**src/rtl/alu_issue_queue.sv**
```systemverilog
// alu_issue_queue
//   Buffers ALU commands, issues them one per cycle to an external fixed-latency
//   ALU, and collects the ALU results into a response FIFO.
//
//   Handshake semantics (both channels): a transfer happens on the rising edge
//   where valid && ready are both high. cmd_ready depends only on command FIFO
//   occupancy; rsp_valid depends only on response FIFO occupancy. Neither ready
//   nor valid is combinationally derived from the partner's valid/ready.
//
//   Ports
//     clk, rst                     clock, asynchronous active-high reset
//     cmd_valid/cmd_ready          command channel
//     cmd_opcode, cmd_a, cmd_b,
//     cmd_shift                    command payload (0=ADD 1=SUB 2=MUL 3=NAND)
//     alu_opcode, alu_input1,
//     alu_input2, alu_shiftValue   registered drive to the ALU (opcode 4'hF = bubble)
//     alu_result, alu_carry        ALU outputs, valid ALU_LAT cycles after drive
//     rsp_valid/rsp_ready          response channel
//     rsp_data, rsp_carry          head response (combinational from storage)
module alu_issue_queue #(
  parameter int WIDTH     = 64,
  parameter int CMD_DEPTH = 4,
  parameter int RSP_DEPTH = 4,
  parameter int ALU_LAT   = 2
) (
  input  logic             clk,
  input  logic             rst,
  input  logic             cmd_valid,
  output logic             cmd_ready,
  input  logic [3:0]       cmd_opcode,
  input  logic [WIDTH-1:0] cmd_a,
  input  logic [WIDTH-1:0] cmd_b,
  input  logic [4:0]       cmd_shift,
  output logic [3:0]       alu_opcode,
  output logic [WIDTH-1:0] alu_input1,
  output logic [WIDTH-1:0] alu_input2,
  output logic [4:0]       alu_shiftValue,
  input  logic [WIDTH-1:0] alu_result,
  input  logic             alu_carry,
  output logic             rsp_valid,
  input  logic             rsp_ready,
  output logic [WIDTH-1:0] rsp_data,
  output logic             rsp_carry
);

  localparam int CAW = $clog2(CMD_DEPTH);
  localparam int RAW = $clog2(RSP_DEPTH);
  localparam int IW  = $clog2(ALU_LAT + 1);
  localparam logic [3:0] OP_BUBBLE = 4'hF;

  // Command FIFO
  logic [3:0]       cmd_op_mem [CMD_DEPTH];
  logic [WIDTH-1:0] cmd_a_mem  [CMD_DEPTH];
  logic [WIDTH-1:0] cmd_b_mem  [CMD_DEPTH];
  logic [4:0]       cmd_sh_mem [CMD_DEPTH];
  logic [CAW-1:0]   cmd_wr_ptr;
  logic [CAW-1:0]   cmd_rd_ptr;
  logic [CAW:0]     cmd_count;
  logic             cmd_push;
  logic             cmd_issue;

  // Head command decode: class bit 1 = carry is meaningful (ADD/SUB),
  // class bit 0 = defined opcode (result passed through, else forced 0).
  logic [3:0]       head_op;
  logic [1:0]       head_cls;

  // Issue tracking
  logic [IW-1:0]    inflight;
  logic [ALU_LAT-1:0] pipe_v;
  logic [1:0]       pipe_cls [ALU_LAT];
  logic             capture;
  logic [1:0]       cap_cls;
  logic [31:0]      occupancy;

  // Response FIFO
  logic [WIDTH-1:0] rsp_data_mem  [RSP_DEPTH];
  logic             rsp_carry_mem [RSP_DEPTH];
  logic [RAW-1:0]   rsp_wr_ptr;
  logic [RAW-1:0]   rsp_rd_ptr;
  logic [RAW:0]     rsp_count;
  logic             rsp_pop;

  assign cmd_ready = (cmd_count != (CAW+1)'(CMD_DEPTH));
  assign cmd_push  = cmd_valid && cmd_ready;

  assign head_op  = cmd_op_mem[cmd_rd_ptr];
  assign head_cls = {(head_op == 4'd0) || (head_op == 4'd1), head_op < 4'd4};

  // Credit check: every issued command has a reserved response slot, so the
  // ALU never needs to stall and captures never find the FIFO full.
  assign occupancy = 32'(inflight) + 32'(rsp_count);
  assign cmd_issue = (cmd_count != '0) && (occupancy < 32'(RSP_DEPTH));

  assign capture = pipe_v[ALU_LAT-1];
  assign cap_cls = pipe_cls[ALU_LAT-1];

  assign rsp_valid = (rsp_count != '0);
  assign rsp_pop   = rsp_valid && rsp_ready;
  assign rsp_data  = rsp_data_mem[rsp_rd_ptr];
  assign rsp_carry = rsp_carry_mem[rsp_rd_ptr];

  // Command storage carries no reset; validity is tracked by the count.
  always_ff @(posedge clk) begin
    if (cmd_push) begin
      cmd_op_mem[cmd_wr_ptr] <= cmd_opcode;
      cmd_a_mem[cmd_wr_ptr]  <= cmd_a;
      cmd_b_mem[cmd_wr_ptr]  <= cmd_b;
      cmd_sh_mem[cmd_wr_ptr] <= cmd_shift;
    end
  end

  always_ff @(posedge clk or posedge rst) begin
    if (rst) begin
      cmd_wr_ptr <= '0;
      cmd_rd_ptr <= '0;
      cmd_count  <= '0;
    end else begin
      if (cmd_push)  cmd_wr_ptr <= cmd_wr_ptr + CAW'(1);
      if (cmd_issue) cmd_rd_ptr <= cmd_rd_ptr + CAW'(1);
      case ({cmd_push, cmd_issue})
        2'b10:   cmd_count <= cmd_count + (CAW+1)'(1);
        2'b01:   cmd_count <= cmd_count - (CAW+1)'(1);
        default: cmd_count <= cmd_count;
      endcase
    end
  end

  // ALU drive registers: operands hold through bubbles, opcode goes to 4'hF.
  always_ff @(posedge clk or posedge rst) begin
    if (rst) begin
      alu_opcode     <= OP_BUBBLE;
      alu_input1     <= '0;
      alu_input2     <= '0;
      alu_shiftValue <= '0;
    end else if (cmd_issue) begin
      alu_opcode     <= head_op;
      alu_input1     <= cmd_a_mem[cmd_rd_ptr];
      alu_input2     <= cmd_b_mem[cmd_rd_ptr];
      alu_shiftValue <= cmd_sh_mem[cmd_rd_ptr];
    end else begin
      alu_opcode     <= OP_BUBBLE;
    end
  end

  // Valid/class pipe mirrors the ALU latency; the last stage marks the edge on
  // which alu_result belongs to an issued command.
  always_ff @(posedge clk or posedge rst) begin
    if (rst) begin
      pipe_v   <= '0;
      inflight <= '0;
      for (int i = 0; i < ALU_LAT; i++) pipe_cls[i] <= '0;
    end else begin
      pipe_v[0]   <= cmd_issue;
      pipe_cls[0] <= head_cls;
      for (int i = 1; i < ALU_LAT; i++) begin
        pipe_v[i]   <= pipe_v[i-1];
        pipe_cls[i] <= pipe_cls[i-1];
      end
      case ({cmd_issue, capture})
        2'b10:   inflight <= inflight + IW'(1);
        2'b01:   inflight <= inflight - IW'(1);
        default: inflight <= inflight;
      endcase
    end
  end

  always_ff @(posedge clk or posedge rst) begin
    if (rst) begin
      rsp_wr_ptr <= '0;
      rsp_rd_ptr <= '0;
      rsp_count  <= '0;
      for (int i = 0; i < RSP_DEPTH; i++) begin
        rsp_data_mem[i]  <= '0;
        rsp_carry_mem[i] <= 1'b0;
      end
    end else begin
      if (capture) begin
        rsp_data_mem[rsp_wr_ptr]  <= cap_cls[0] ? alu_result : '0;
        rsp_carry_mem[rsp_wr_ptr] <= cap_cls[1] & alu_carry;
        rsp_wr_ptr                <= rsp_wr_ptr + RAW'(1);
      end
      if (rsp_pop) rsp_rd_ptr <= rsp_rd_ptr + RAW'(1);
      case ({capture, rsp_pop})
        2'b10:   rsp_count <= rsp_count + (RAW+1)'(1);
        2'b01:   rsp_count <= rsp_count - (RAW+1)'(1);
        default: rsp_count <= rsp_count;
      endcase
    end
  end

endmodule

```
**config.mk**
```make
export PLATFORM = sky130hd
export DESIGN_NAME = alu_issue_queue
export DESIGN_NICKNAME = d
export VERILOG_FILES = /design/src/rtl/alu_issue_queue.sv
export SDC_FILE = /design/constraint.sdc
export NUM_CORES = 1
export LEC_CHECK = 0
export CAP_MARGIN = 20
export CELL_PAD_IN_SITES_DETAIL_PLACEMENT = 1
export CELL_PAD_IN_SITES_GLOBAL_PLACEMENT = 2
export CORE_UTILIZATION = 38
export CTS_CLUSTER_DIAMETER = 40
export DETAILED_ROUTE_END_ITERATION = 8
export PLACE_DENSITY_LB_ADDON = 0.1
export SYNTH_ARGS = -nofsm -noshare
export SYNTH_HDL_FRONTEND = slang
export SYNTH_SLANG_ARGS = --single-unit
export TNS_END_PERCENT = 1
```
**constraint.sdc**
```tcl
create_clock -name clk -period 12.74 [get_ports clk]
set_input_delay 1.911 -clock clk [delete_from_list [all_inputs] [get_ports clk]]
set_output_delay 1.911 -clock clk [all_outputs]
set_load 0.005 [all_outputs]
```
Yosys cells after proc, flatten, opt, wreduce, memory -nomap -nowiden
Memory sizes are Yosys's and may differ from the RTL's. A register that Yosys moved wholly into a read port is not among the register bits.
Cells that the tools add are included.
{ "classes": {"addsub": 11, "n_lt_le_gt_ge": 5, "n_eq_ne": 8, "mux": 19, "n_bitwise": 3, "reduce_logical": 11} }
{ "ops": {"columns": ["operator", "n"], "rows": [
  ["$bwmux W256", 1],
  ["$mux W64", 4],
  ["$bmux W64 S2", 1],
  ["$demux W64 S2", 1],
  ["$pmux W3 S2", 2],
  ["$add A2 B1 Y2 const B", 5],
  ["$lt A4 B3 Y1 const B", 2],
  ["$add A3 B1 Y3 const B", 2],
  ["$eq A2 B1 Y1 const B", 3],
  ["$eq A2 B2 Y1 const B", 3],
  ["$ge A3 B3 Y1 const B", 2],
  ["$not A2 Y3", 2],
  ["$reduce_bool A2 Y1", 3],
  ["$reduce_bool A3 Y1", 2],
  ["$sub A3 B1 Y3 const B", 2],
  ["$mux W1", 5],
  ["$add A2 B3 Y4", 1],
  ["$bwmux W4", 1],
  ["$eq A4 B1 Y1 const B", 1],
  ["$logic_and A1 B1 Y1", 4],
  ["$logic_not A4 Y1", 1],
  ["$mux W4", 1],
  ["$pmux W2 S2", 1],
  ["$lt A3 B1 Y1 const B", 1],
  ["6 further kinds", 6]
]} }
{ "word_totals": {"register_bits": 286, "ramBits": 548, "input_bits": 206, "out_inout_bits": 204, "wordCells": 80, "memories": 4} }
{ "memory_table": {"columns": ["name", "words", "word_bits", "read_ports", "rd_ports_with_merged_regs", "write_ports", "line_no", "text"], "rows": [
  ["cmd_a_mem", 4, 64, 1, 1, 1, "53", "logic [WIDTH-1:0] cmd_a_mem [CMD_DEPTH];"],
  ["cmd_b_mem", 4, 64, 1, 1, 1, "54", "logic [WIDTH-1:0] cmd_b_mem [CMD_DEPTH];"],
  ["cmd_sh_mem", 4, 5, 1, 1, 1, "55", "logic [4:0] cmd_sh_mem [CMD_DEPTH];"],
  ["cmd_op_mem", 4, 4, 1, 0, 1, "52", "logic [3:0] cmd_op_mem [CMD_DEPTH];"]
]} }

Logic depth before layout (Yosys ltp)
Gate-level depths: netlist of run 1.
{ "depth": {"depth_word": 6, "depth_mapped": 12, "depth_no_buf": 9} }

Worst setup path before layout of run 1
OpenSTA, ideal clock, no wires.
{ "synth_timing": {"kind": "input port to flip-flop", "start": "in cmd_valid", "end": "mem cmd_a_mem[0][0] (enable)", "setup_ns": 0.513, "arrival_ns": 5.381, "required_ns": 12.227, "path_slack_ns": 6.846, "cell_stages": 2, "n_path_buf": 1, "path_cell_list": "clkbuf_1 and3_1"} }
{ "synth_via": {"elab_chain_len": 3} }
{ "synth_rtl": {"columns": ["element", "line_no", "text"], "rows": [
  ["from (decl)", "28", "input logic cmd_valid,"],
  ["$logic_and A1 B1 Y1", "84", "assign cmd_push = cmd_valid && cmd_ready;"],
  ["$mux W1", "104", "if (cmd_push) begin"],
  ["$mux W1 (not written as such)", "106", "cmd_a_mem[cmd_wr_ptr] <= cmd_a;"],
  ["to (decl)", "53", null]
]} }
Every way passes these cells.

Final worst setup path of run 1
{ "layout_timing": {"start": "reg rsp_rd_ptr[0]", "end": "out rsp_data[3]"} }
{ "layout_via": {"elab_chain_len": 4} }
{ "layout_rtl": {"columns": ["element", "line_no", "text"], "rows": [
  ["from (decl)", "79", "logic [RAW-1:0] rsp_rd_ptr;"],
  ["from (signal assigned)", "182", "if (rsp_pop) rsp_rd_ptr <= rsp_rd_ptr + RAW'(1);"],
  ["$not A2 Y3 (not written as such)", "99", "assign rsp_data = rsp_data_mem[rsp_rd_ptr];"],
  ["$bmux W64 S2", "99", null],
  ["$mux W64 (not written as such) (2 in series)", "99", null],
  ["to (decl)", "42", "output logic [WIDTH-1:0] rsp_data,"]
]} }
Every way passes these cells. The select of a mux whose other input is x is not followed.

==> results of run 1 <==
-- cells by family (layout without fill, tap and decap cells) --
| group | after synthesis | count (layout) |
|---|---|---|
| DFF | 967 | 967 |
| and+or+nand+nor | 358 | 358 |
| muxes | 338 | 338 |
| AOI/OAI and AO/OA | 276 | 276 |
| buffers and inverters | 139 | 710 |
| xor gates and xnor gates | 13 | 13 |
| adders and majority gates | 12 | 12 |
| other | 0 | 4 |
-- cell usage after synthesis --
| cell type | number |
|---|---|
| a211oi_1 | 3 |
| a21boi_1 | 1 |
| a21oi_1 | 3 |
| a311o_1 | 1 |
| a311oi_1 | 1 |
| a311oi_4 | 1 |
| a31oi_1 | 1 |
| a41o_1 | 1 |
| and2_1 | 2 |
| and3_1 | 4 |
| buf_1 | 8 |
| buf_12 | 8 |
| buf_2 | 22 |
| buf_4 | 7 |
| buf_6 | 2 |
| clkbuf_1 | 81 |
| dfrtp_1 | 415 |
| dfstp_2 | 4 |
| edfxtp_1 | 548 |
| fa_1 | 2 |
| ha_1 | 10 |
| inv_1 | 11 |
| mux2_2 | 63 |
| mux2_4 | 71 |
| mux2i_1 | 2 |
| mux4_2 | 202 |
| nand2_1 | 335 |
| nand2_2 | 1 |
| nand2b_1 | 5 |
| nand3_1 | 2 |
| nor2_1 | 4 |
| nor3_1 | 3 |
| o21a_1 | 1 |
| o21ai_0 | 263 |
| or2_0 | 1 |
| or3_1 | 1 |
| xnor2_1 | 6 |
| xnor2_2 | 1 |
| xor2_1 | 6 |
-- power groups by stage --
| stage | combinational (mW) | clock (mW) | sequential (mW) |
|---|---|---|---|
| global placement | 3.77 | 0 | 4.86 |
| detailed placement | 3.84 | 0 | 4.89 |
| floorplan | 2.48 | 0 | 4.68 |
| global route | 4.07 | 4.22 | 4.93 |
| finish | 3.74 | 3.98 | 4.82 |
| CTS | 3.86 | 4.09 | 4.85 |
-- through the flow --
stage	utilization [%]	cells	instance area [sq um]	worst slack, ns	hold WS, ns
finish	49.0	3954	47400	7.37	0.345
floorplan	-	2103	37100	5.18	0.331
CTS	49.0	3949	47400	7.14	0.348
global route	49.0	3954	47400	7.06	0.351
global placement	43.9	3684	42400	7.93	0.337
detailed placement	43.9	3684	42400	7.93	0.337
-- per-layer routing --
layer	share of wire (%)	wire length, microns	up-vias	GRT usage, %
li1	-	-	8872	-
met1	41	37700	10400	23.5
met2	51	46400	465	31.5
met3	5.5	4990	162	5.13
met4	2.1	1960	24	6.39
met5	0.17	154	-	0
-- worst register-to-register path: cells and delay by family (launching register included) --
| family | cells | cell delay [ns] |
|---|---|---|
| buffers and inverters | 1 | 0.76 |
| DFF | 1 | 0.39 |
| adders and majority gates | 1 | 0.36 |
| muxes | 1 | 0.51 |
| AOI/OAI and AO/OA | 2 | 1.11 |
-- flip-flops by register name, indices dropped and copies added (netlist names), 3 cells and up --
| register | flops |
|---|---|
| alu_input1 | 64 |
| rsp_carry_mem | 4 |
| alu_opcode | 4 |
| rsp_data_mem | 256 |
| cmd_op_mem | 16 |
| rsp_count | 3 |
| alu_input2 | 64 |
| alu_shiftValue | 5 |
| cmd_a_mem | 256 |
| cmd_count | 3 |
| cmd_sh_mem | 20 |
| cmd_b_mem | 256 |
-- final timing paths --
kind | start | to | slack, ns
max | rsp_rd_ptr[0] | rsp_data[3] | 7.37
min | pipe_v[0] | pipe_v[1] | 0.35
max reg2reg | inflight[1] | alu_input2[11] | 9.48
min reg2reg | pipe_v[0] | pipe_v[1] | 0.35
max in group asynchronous | rst | rsp_data_mem[116] | 9.09
min in group asynchronous | rst | rsp_data_mem[76] | 1.77
-- cell type report --
cell class	count	area share, %
inverter	11	0.0950
multi-input combinational	997	20.0
tap	1276	3.37
clock buffer	191	8.76
clock inverter	74	1.70
timing repair buffer	434	9.18
antenna	4	0.0211
sequential	967	56.8
==> results_dict.tcl, run 1 <==
set metrics [dict create \
    maxCapViolations 0 \
    skew_ns 0.0158 \
    clkPwrFrac_pct 31.7 \
    synthSimpleGateAreaFrac_pct 3.73 \
    path_buf_inv 2 \
    drtIter0Drc 1030 \
    io_buffers 409 \
    num_rows 114 \
    clk_pin_slew_ns 0.05 \
    min_period_ns 5.37 \
    fmax_mhz 186 \
    first_pass_iters 5 \
    power_density_mw_per_mm2 265 \
    yosysTopAreaCell "edfxtp_1" \
    antenna_found_initial 18 \
    end_kind "output port" \
    rsz0062_at_grt "no" \
    syn-num-nets 2321 \
    start_util_pct 38.4 \
    worst_setup_path_start_kind "flip-flop" \
    grt_max_degree 126 \
    avgRoutedWirePerCell_microns 23.1 \
    synth_top_family_by_area "multiplexers" \
    synthTopCellsByArea "edfxtp_1 (44%), dfrtp_1 (28%), mux4_2 (12%), o21ai_0 (3.5%), nand2_1 (3.4%)" \
    multi_input_area_sq_mm 0.00950 \
    tns_ns 0 \
    ys_types 39 \
    crit_arrival_ns 3.46 \
    drt_wl_total_microns 91300 \
    io_pins 410 \
    dieArea_sq_mm 0.0989 \
    irDropWorstVdd_uv 248 \
    mostFrequentLayoutCell "edfxtp_1" \
    power_frac_comb_pct 29.8 \
    slowest_delay_ns 0.90 \
    drc 0 \
    yosys-mux-area-fraction_pct 17.1 \
    die_h_microns 315 \
    root_buffer "clkbuf_16" \
    first_global_vias 22100 \
    post_cts_buffers 0 \
    cp_max_fo 34 \
    cp.required_ns 10.83 \
    p_leak_nw 17.7 \
    final.period_utilization_pct 42.2 \
    setup_viol 0 \
    crit_family "buffers and inverters" \
    cts_buffer_depth 3 \
    syn2layout_area_growth_pct 27.8 \
    yosysSeqAreaShare_pct 72.6 \
    netSwitchingPower_mw 3.64 \
    ys_ff_latch 967 \
    worstHoldPathType "reg2reg" \
    syn_area_sq_mm 0.0371 \
    grt_pass1_wl_microns 139000 \
    synth-compound-area-share_pct 3.85 \
    synth.top_cell.area_share_pct 44.3 \
    cts_tree "done" \
    syn_inst 2103 \
    r2r_cells 5 \
    clock-sinks 967 \
    switching_share_pct 29.0 \
    overflow 0 \
    postCtsHoldBufs 0 \
    hold_viol_final 0 \
    via_count 19900 \
    cts_max_level 4 \
    outcome "complete, no violations" \
    post-dp-hpwl_microns 54400 \
    total_power_mw 12.5 \
    fin_nets 2774 \
    syn_area_per_cell_sq_um 17.6 \
    viasPerCell 5.04 \
    seqCellArea_sq_mm 0.0270 \
    die_x_microns 315 \
    synth_xor_area_share_pct 0.327 \
    worstMarginPinSlew_ns 1.10 \
    core_area_sq_mm 0.0967 \
    relSlewSlack_pct 26.8 \
    report.final.slew_viol_count 0 \
    final_cell_mix "edfxtp_1 (548), dfrtp_1 (410), clkdlybuf4s50_1 (409)" \
    synth-adder-area-share_pct 0.445 \
    path_cells "buf_4 -> mux4_2 -> clkdlybuf4s50_1" \
    cts_buffers 145 \
    intPower_mw 8.91 \
    post_cts_resized 0 \
    hold_depth 0 \
    clock_latency_ns 0.71 \
    yosysWarningCount 0 \
    cpMaxStageDelayCell "dfrtp_4" \
    seqPwrFrac_pct 38.4 \
    fillerInstances 9064 \
    layout-drive-gt1-share_pct 23.2 \
    cp.depth 3 \
    grt_use_total_pct 18.8 \
    criticalPathCategory "reg2out" \
    gp_congestion 0.713 \
    ant_nets 0 \
]
Power figures use the tool's default switching activity.
==> inputs of run 2 (changes only) <==
--- a/config.mk
+++ b/config.mk
@@ -8,7 +8,7 @@
 export CAP_MARGIN = 20
 export CELL_PAD_IN_SITES_DETAIL_PLACEMENT = 1
 export CELL_PAD_IN_SITES_GLOBAL_PLACEMENT = 2
-export CORE_UTILIZATION = 38
+export CORE_UTILIZATION = 42
 export CTS_CLUSTER_DIAMETER = 40
 export DETAILED_ROUTE_END_ITERATION = 8
 export PLACE_DENSITY_LB_ADDON = 0.1
==> constraint.sdc (replaced) <==
create_clock -name clk -period 5.2 [get_ports clk]
set_input_delay 0.78 -clock clk [delete_from_list [all_inputs] [get_ports clk]]
set_output_delay 0.78 -clock clk [all_outputs]
set_load 0.005 [all_outputs]
==> run 2 against run 1 <==
Sequential share of layout area about the same. Sequential power up 150%. Critical path depth unchanged. Total power up 150%. Die area down 9.5%.
==> results_dict.tcl, run 2 (same netlist as run 1, synthesis figures left out) <==
set metrics [dict create \
    path_cells "buf_12 -> mux4_2 -> clkdlybuf4s50_1" \
    drc 0 \
    grt_use_total_pct 21.0 \
    top_regs "cmd_a_mem: 256 flops, cmd_b_mem: 256 flops, rsp_data_mem: 256 flops" \
    rrSetupSlack_ns 2.13 \
    multi_input_area_sq_mm 0.00950 \
    worst_setup_path_start_kind "flip-flop" \
    criticalPathCategory "reg2out" \
    mostFrequentLayoutCell "edfxtp_1" \
    io_pins 410 \
    cts_buffer_depth 3 \
    first_global_vias 22600 \
    antenna_found_initial 21 \
    slowest_delay_ns 1.01 \
    worstMarginPinSlew_ns 1.07 \
    layout-drive-gt1-share_pct 23.8 \
    irDropWorstVdd_uv 440 \
    hold_viol_final 0 \
    post-dp-hpwl_microns 54800 \
    hold_depth 0 \
    r2r_cells 5 \
    final_area_sq_mm 0.0474 \
    via_count 20100 \
    die_x_microns 299 \
    final_cell_mix "edfxtp_1 (548), dfrtp_1 (410), clkdlybuf4s50_1 (409)" \
    postCtsHoldBufs 0 \
    post_cts_resized 0 \
    cpMaxStageDelayCell "dfrtp_4" \
    postPlaceCellArea_sq_mm 0.0424 \
    clk_pin_slew_ns 0.05 \
    core_area_sq_mm 0.0872 \
    total_power_mw 30.9 \
    die_h_microns 299 \
    crit_arrival_ns 3.14 \
    end_kind "output port" \
    fmax_mhz 255 \
    drtIter0Drc 787 \
    syn2layout_area_growth_pct 27.8 \
    report.final.slew_viol_count 0 \
    outcome "complete, no violations" \
    fin_nets 2781 \
    grt_pass1_wl_microns 140000 \
    cp.required_ns 4.42 \
    cp_max_fo 40 \
    worstHoldPathType "reg2reg" \
    ant_nets 0 \
    setup_slack_ns 1.28 \
    skew_ns 0.0347 \
    first_pass_iters 5 \
    dp_slack_ns 1.82 \
    viasPerCell 5.24 \
    cts_buffers 147 \
    power_density_mw_per_mm2 651 \
    setup_viol 0 \
    clock-sinks 967 \
    gp_congestion 0.748 \
    tns_ns 0 \
    final.period_utilization_pct 75.5 \
    rsz0062_at_grt "no" \
    post_cts_buffers 0 \
    root_buffer "clkbuf_16" \
    relSlewSlack_pct 28.7 \
    clock_latency_ns 0.73 \
    maxCapViolations 0 \
    dieArea_sq_mm 0.0896 \
    num_rows 108 \
    cts_max_level 4 \
    grt_max_degree 138 \
    fillerInstances 7944 \
    io_buffers 409 \
    seqCellArea_sq_mm 0.0270 \
    cts_tree "done" \
    start_util_pct 42.6 \
    overflow 0 \
    min_period_ns 3.92 \
    avgRoutedWirePerCell_microns 23.8 \
    p_leak_nw 17.8 \
    drt_wl_total_microns 91500 \
]
==> run 2: metrics by stage <==
step                      utilization, %  cells  hold WS [ns]
final                               54.4   3846         0.347
after detailed placement            48.7   3569         0.336
after global placement              48.7   3569         0.332
after CTS                           54.4   3842         0.345
after global routing                54.4   3845         0.355
after floorplan                        -   2103         0.331
==> run 2: power breakdown <==
group | total, mW | leakage, nW | switching, mW | internal (mW)
combinational | 9.13 | 5.03 | 4.03 | 5.10
clock | 9.79 | 2.39 | 3.67 | 6.12
sequential | 11.9 | 10.3 | 1.45 | 10.5
==> run 2: path summary, 6_finish.rpt <==
path | from | end
worst max-delay path | rsp_rd_ptr[0] | rsp_data[13]
worst min-delay path | pipe_v[0] | pipe_v[1]
worst max register to register | rsp_count[1] | alu_input2[18]
worst min register to register | pipe_v[0] | pipe_v[1]
max in group asynchronous | rst | rsp_data_mem[166]
min in group asynchronous | rst | rsp_data_mem[83]
==> run 2: per-layer routing <==
metal	vias to the layer above	track usage [%]	part of all wire (%)
li1	8910	-	-
met5	-	0	0.21
met2	439	35.5	51
met4	32	7.26	2.2
met1	10600	25.6	41
met3	183	6.43	6.2
==> run 2: cell type report <==
type	count	area share (%)
multi-input combinational	997	20.0
tap	1155	3.05
timing repair buffer	439	9.45
sequential	967	56.8
clock buffer	174	8.27
clock inverter	99	2.26
antenna	4	0.0211
inverter	11	0.0949
==> run 2: critical path: cells and delay by family, from the launching register on <==
family / cells / cell delay [ns]
buffers and inverters: 2 / 0.86
flip-flops: 1 / 1.01
multiplexers: 1 / 0.54
==> RTL edit 1, RTL diff (flow settings as in run 1) <==
Set the parameter `ALU_LAT` to 4 (it was 2).
--- a/src/rtl/alu_issue_queue.sv
+++ b/src/rtl/alu_issue_queue.sv
@@ -22,5 +22,5 @@
   parameter int CMD_DEPTH = 4,
   parameter int RSP_DEPTH = 4,
-  parameter int ALU_LAT   = 2
+  parameter int ALU_LAT   = 4
 ) (
   input  logic             clk,
Function: not settled (the Yosys comparison gave no result); the edit may change what the design does.
==> RTL edit 1 against run 1 <==
Wire length is 1.7% lower. Synthesized cell count fell by 0.29%. Power increased by 3.6%. Sequential cell count is 7 higher. Worst setup slack got worse by 1.1 ps. Synthesized area down 0.37%. Design area rose by 0.71%. Global-route usage shrank 0.15 points. Critical endpoint is now rsp_data[1]. Largest power group unchanged.
==> RTL edit 1: results <==
export IMPL_clk_path_buf_depth=3
export IMPL_seq_area_frac_synth_pct=73.3
export IMPL_power_internal_mw=9.28
export IMPL_nets=2784
export IMPL_tightest_slew_ps=1000
export IMPL_use_met2_pct=31.8
export IMPL_synth_area_leaders="edfxtp_1 45%, dfrtp_1 29%, mux4_2 12%"
export IMPL_grt_overflow=0
export IMPL_max_stage_delay_ps=980
export IMPL_use_met3_pct=4.95
export IMPL_vias_per_cell=4.99
export IMPL_post_cts_resize_count=0
export IMPL_async_reset_ff_share_pct=43.7
export IMPL_grt_pass1_wl_mm=137
export IMPL_reg_top3="cmd_a_mem (256), cmd_b_mem (256), rsp_data_mem (256)"
export IMPL_p_leak_nw=17.9
export IMPL_yosysWarnings=0
export IMPL_root_buffer="clkbuf_16"
export IMPL_finalWirelength_mm=89.7
export IMPL_drtIter0Drc=1027
export IMPL_vias=19800
export IMPL_fin_skew_ps=23.5
export IMPL_cts_inserted_buffers=151
export IMPL_crit_path_top_delay_cell="dfrtp_2"
export IMPL_globalRouteMet1Util_pct=23.1
export IMPL_dpl_cell_count=3683
export IMPL_reg2reg_slack_ps=9300
export IMPL_dp_hpwl_mm=54.0
export IMPL_grt_start_max_net_pins=161
export IMPL_dpl_cell_area_mm2=0.0423
export IMPL_syn_num_nets=2319
export IMPL_vdd_ir_drop_max_uv=132
export IMPL_grt_pass1_vias=22300
export IMPL_cp_arrival_ps=3460
export IMPL_track_usage_pct=18.7
export IMPL_synth_avg_cell_area_um2=17.6
export IMPL_dr_pass1_iters=5
export IMPL_outcome="finished, final reports clean"
export IMPL_clk_pin_slew_worst_paths_ps=50
export IMPL_drive_gt1_share_pct=24.0
export IMPL_place_congestion=0.737
export IMPL_synth_common_cells="548 x edfxtp_1, 422 x dfrtp_1, 331 x nand2_1, 261 x o21ai_0, 202 x mux4_2"
export IMPL_crit_family="buffers and inverters"
export IMPL_synth_edf_count=548
export IMPL_clock_latency_ps=720
export IMPL_ys_types=30
export IMPL_htreeDepth=4
export IMPL_hold_class="reg2reg"
export IMPL_grt_antenna_before_repair=14
export IMPL_path_max_fanout=37
[RTL edit 1: cell types whose count changed after synthesis, moves of 4 or more]
cell	run 1	this run
buf_12	8	0
buf_4	7	2
clkbuf_1	81	69
mux2_2	63	135
buf_2	22	16
nand2b_1	5	0
mux2_4	71	0
nand2_1	335	331
buf_1	8	14
buf_6	2	24
dfrtp_1	415	422
[RTL edit 1: cell type report]
class,instances,area (um2)
Antenna cell,2,5.00
Clock buffer,193,4270
Clock inverter,89,1170
Fill cell,9020,48800
Inverter,14,56.3
Multi-Input combinational cell,984,9180
Sequential cell,974,27100
Tap cell,1276,1600
Timing Repair Buffer,437,4360
[RTL edit 1: path summary, 6_finish.rpt]
path | depth (start not counted) | end | startpoint
worst max-delay path | 3 | rsp_data[1] | rsp_rd_ptr[1]
worst max register to register | 8 | cmd_count[1] | rsp_count[2]
worst min register to register | 0 | pipe_cls[4] | pipe_cls[6]
min in group asynchronous | 3 | rsp_data_mem[8] | rst
max in group asynchronous | 5 | rsp_rd_ptr[0] | rst
worst min-delay path | 0 | pipe_cls[4] | pipe_cls[6]
[RTL edit 1: cells by family (layout without fill, tap and decap cells)]
group / count (synthesis) / after routing / share of synthesized area (%)
compound gates: 262 / 262 / 3.56
mux: 339 / 339 / 16.5
other cells: 0 / 2 / 0
fa+ha+maj: 16 / 16 / 0.602
buf+inv: 139 / 733 / 1.97
xor+xnor: 15 / 15 / 0.355
flops: 974 / 974 / 73.3
simple gates: 352 / 352 / 3.70
[RTL edit 1: stage by stage]
| stage | power (mW) | setup slack [ps] | hold slack [ps] |
|---|---|---|---|
| floorplan | 7.22 | 5080 | 331 |
| global placement | 8.71 | 7530 | 335 |
| detailed placement | 8.83 | 7470 | 336 |
| CTS | 13.2 | 7150 | 347 |
| global route | 13.7 | 7180 | 350 |
| finish | 13.0 | 7370 | 345 |
[RTL edit 1: power groups by stage]
stage	Clock (mW)	Sequential, mW	Combinational [mW]
floorplan	0	4.76	2.45
global placement	0	4.96	3.74
detailed placement	0	5.00	3.83
CTS	4.43	4.96	3.84
global route	4.56	5.05	4.11
finish	4.32	4.93	3.74
[RTL edit 1: metal layers]
| metal | vias up | part of all wire, % |
|---|---|---|
| li1 | 8873 | - |
| met1 | 10300 | 41 |
| met2 | 456 | 51 |
| met3 | 158 | 5.5 |
| met4 | 20 | 2.3 |
| met5 | - | 0.14 |
==> RTL edit 2, RTL diff (config.mk and constraints of run 1) <==
Without the edit above. Make the reset (`rst`) synchronous in 4 clocked blocks. Comments in the files are not updated.
--- a/src/rtl/alu_issue_queue.sv
+++ b/src/rtl/alu_issue_queue.sv
@@ -110,5 +110,5 @@
   end
 
-  always_ff @(posedge clk or posedge rst) begin
+  always_ff @(posedge clk) begin
     if (rst) begin
       cmd_wr_ptr <= '0;
@@ -127,5 +127,5 @@
 
   // ALU drive registers: operands hold through bubbles, opcode goes to 4'hF.
-  always_ff @(posedge clk or posedge rst) begin
+  always_ff @(posedge clk) begin
     if (rst) begin
       alu_opcode     <= OP_BUBBLE;
@@ -145,5 +145,5 @@
   // Valid/class pipe mirrors the ALU latency; the last stage marks the edge on
   // which alu_result belongs to an issued command.
-  always_ff @(posedge clk or posedge rst) begin
+  always_ff @(posedge clk) begin
     if (rst) begin
       pipe_v   <= '0;
@@ -165,5 +165,5 @@
   end
 
-  always_ff @(posedge clk or posedge rst) begin
+  always_ff @(posedge clk) begin
     if (rst) begin
       rsp_wr_ptr <= '0;
Function: not settled (the Yosys comparison gave no result); the edit may change what the design does.
==> RTL edit 2 against run 1 <==
Worst setup slack worse by 1.4 ps. Die area up 0.87%. Final cell count up 1.3%. Design area up 1.1%. Clock skew up 22 ps. Combinational power down 39%. Synthesized area up 0.88%. Sequential cell count up 4. Power down 17%. Synthesized cell count up 4.1%. Count of clock-buffer cells in the layout down 12. Via count up 8.0%. Global-route usage up 1.8 points. Wire length up 12%.
==> RTL edit 2: results <==
export IMPL_outcome="finished, final reports clean"
export IMPL_fin_skew_ps=37.4
export IMPL_whs_endpoint="pipe_cls[0][3]"
export IMPL_reg2reg_slack_ps=9430
export IMPL_path_max_fanout=41
export IMPL_crit_path_top_delay_cell="buf_4"
export IMPL_clock_latency_ps=730
export IMPL_synth_mux_area_share_pct=12.3
export IMPL_synth_adder_area_share_pct=0.374
export IMPL_dp_hpwl_mm=56.6
export IMPL_worstRegToRegCells=6
export IMPL_syn_num_nets=2406
export IMPL_vias_per_cell=5.38
export IMPL_grt_pass1_wl_mm=151
export IMPL_holdPathStages=1
export IMPL_async_reset_ff_share_pct=0
export IMPL_track_usage_pct=20.6
export IMPL_place_congestion=0.735
export IMPL_met3_length_mm=5.55
export IMPL_synth_compound_area_share_pct=3.43
export IMPL_grt_start_max_net_pins=82
export IMPL_pre_cts_ws_ps=7460
export IMPL_max_freq_ghz=0.186
export IMPL_synthXorXnorAreaFrac_pct=0.234
export IMPL_min_from="pipe_cls[0][1]"
export IMPL_max_stage_delay_ps=830
export IMPL_wl_met1_mm=41.1
export IMPL_crit_end="rsp_data[56]"
export IMPL_cts_inserted_buffers=147
export IMPL_p_leak_nw=16.6
export IMPL_nets=2821
export IMPL_seq_area_frac_synth_pct=73.5
export IMPL_wl_met2_mm=52.7
export IMPL_grt_pass1_vias=23500
==> RTL edit 2: cell count changes after synthesis, moves of 123 or more <==
cell,change
dfrtp_1,-415
edfxtp_1,+260
o21ai_0,-260
dfxtp_1,+163
nor2_1,+159
nand4_1,+133
nand2_1,-131
o311ai_0,+123
==> RTL edit 2: worst reg2reg max path, stage by stage (launching register included) <==
cell     delay (ps)
dfxtp_1         420
ha_1            310
a31oi_4         630
buf_4           740
buf_4           780
nand4_1         260
nand2_1         110
==> RTL edit 2: layout make-up <==
type	count	area, um2	share of cell area, %
antenna	4	10.0	0.0209
clock buffer	179	4050	8.45
clock inverter	91	996	2.08
inverter	75	285	0.595
multi-input combinational	962	8950	18.7
sequential	971	27500	57.5
tap	1276	1600	3.33
timing repair buffer	448	4500	9.39
==> RTL edit 2: where the power goes <==
part           total [mW]  leakage, nW  internal [mW]  switching [mW]
Sequential           4.10         9.06           3.85           0.245
Clock                4.06         2.44           2.60            1.46
Combinational        2.27         5.15           1.09            1.18
Total                10.4         16.6           7.54            2.88
==> RTL edit 2: per-layer routing <==
metal | up-vias | global-route usage [%]
li1 | 9521 | -
met1 | 11300 | 25.0
met2 | 542 | 35.7
met3 | 177 | 4.90
met4 | 24 | 7.43
met5 | - | 0
==> RTL edit 2: through the flow <==
| step | instances | utilization, % |
|---|---|---|
| after floorplan | 2190 | - |
| after global placement | 3726 | 44.0 |
| after detailed placement | 3731 | 44.1 |
| after CTS | 4001 | 49.3 |
| after global routing | 4006 | 49.3 |
| final | 4006 | 49.3 |
==> RTL edit 2: logic make-up after synthesis <==
family                     after synthesis
muxes                                  206
adders and majority gates               10
AOI/OAI and AO/OA                      151
and+or+nand+nor                        585
buffers and inverters                  257
DFF                                    971
xor gates and xnor gates                10
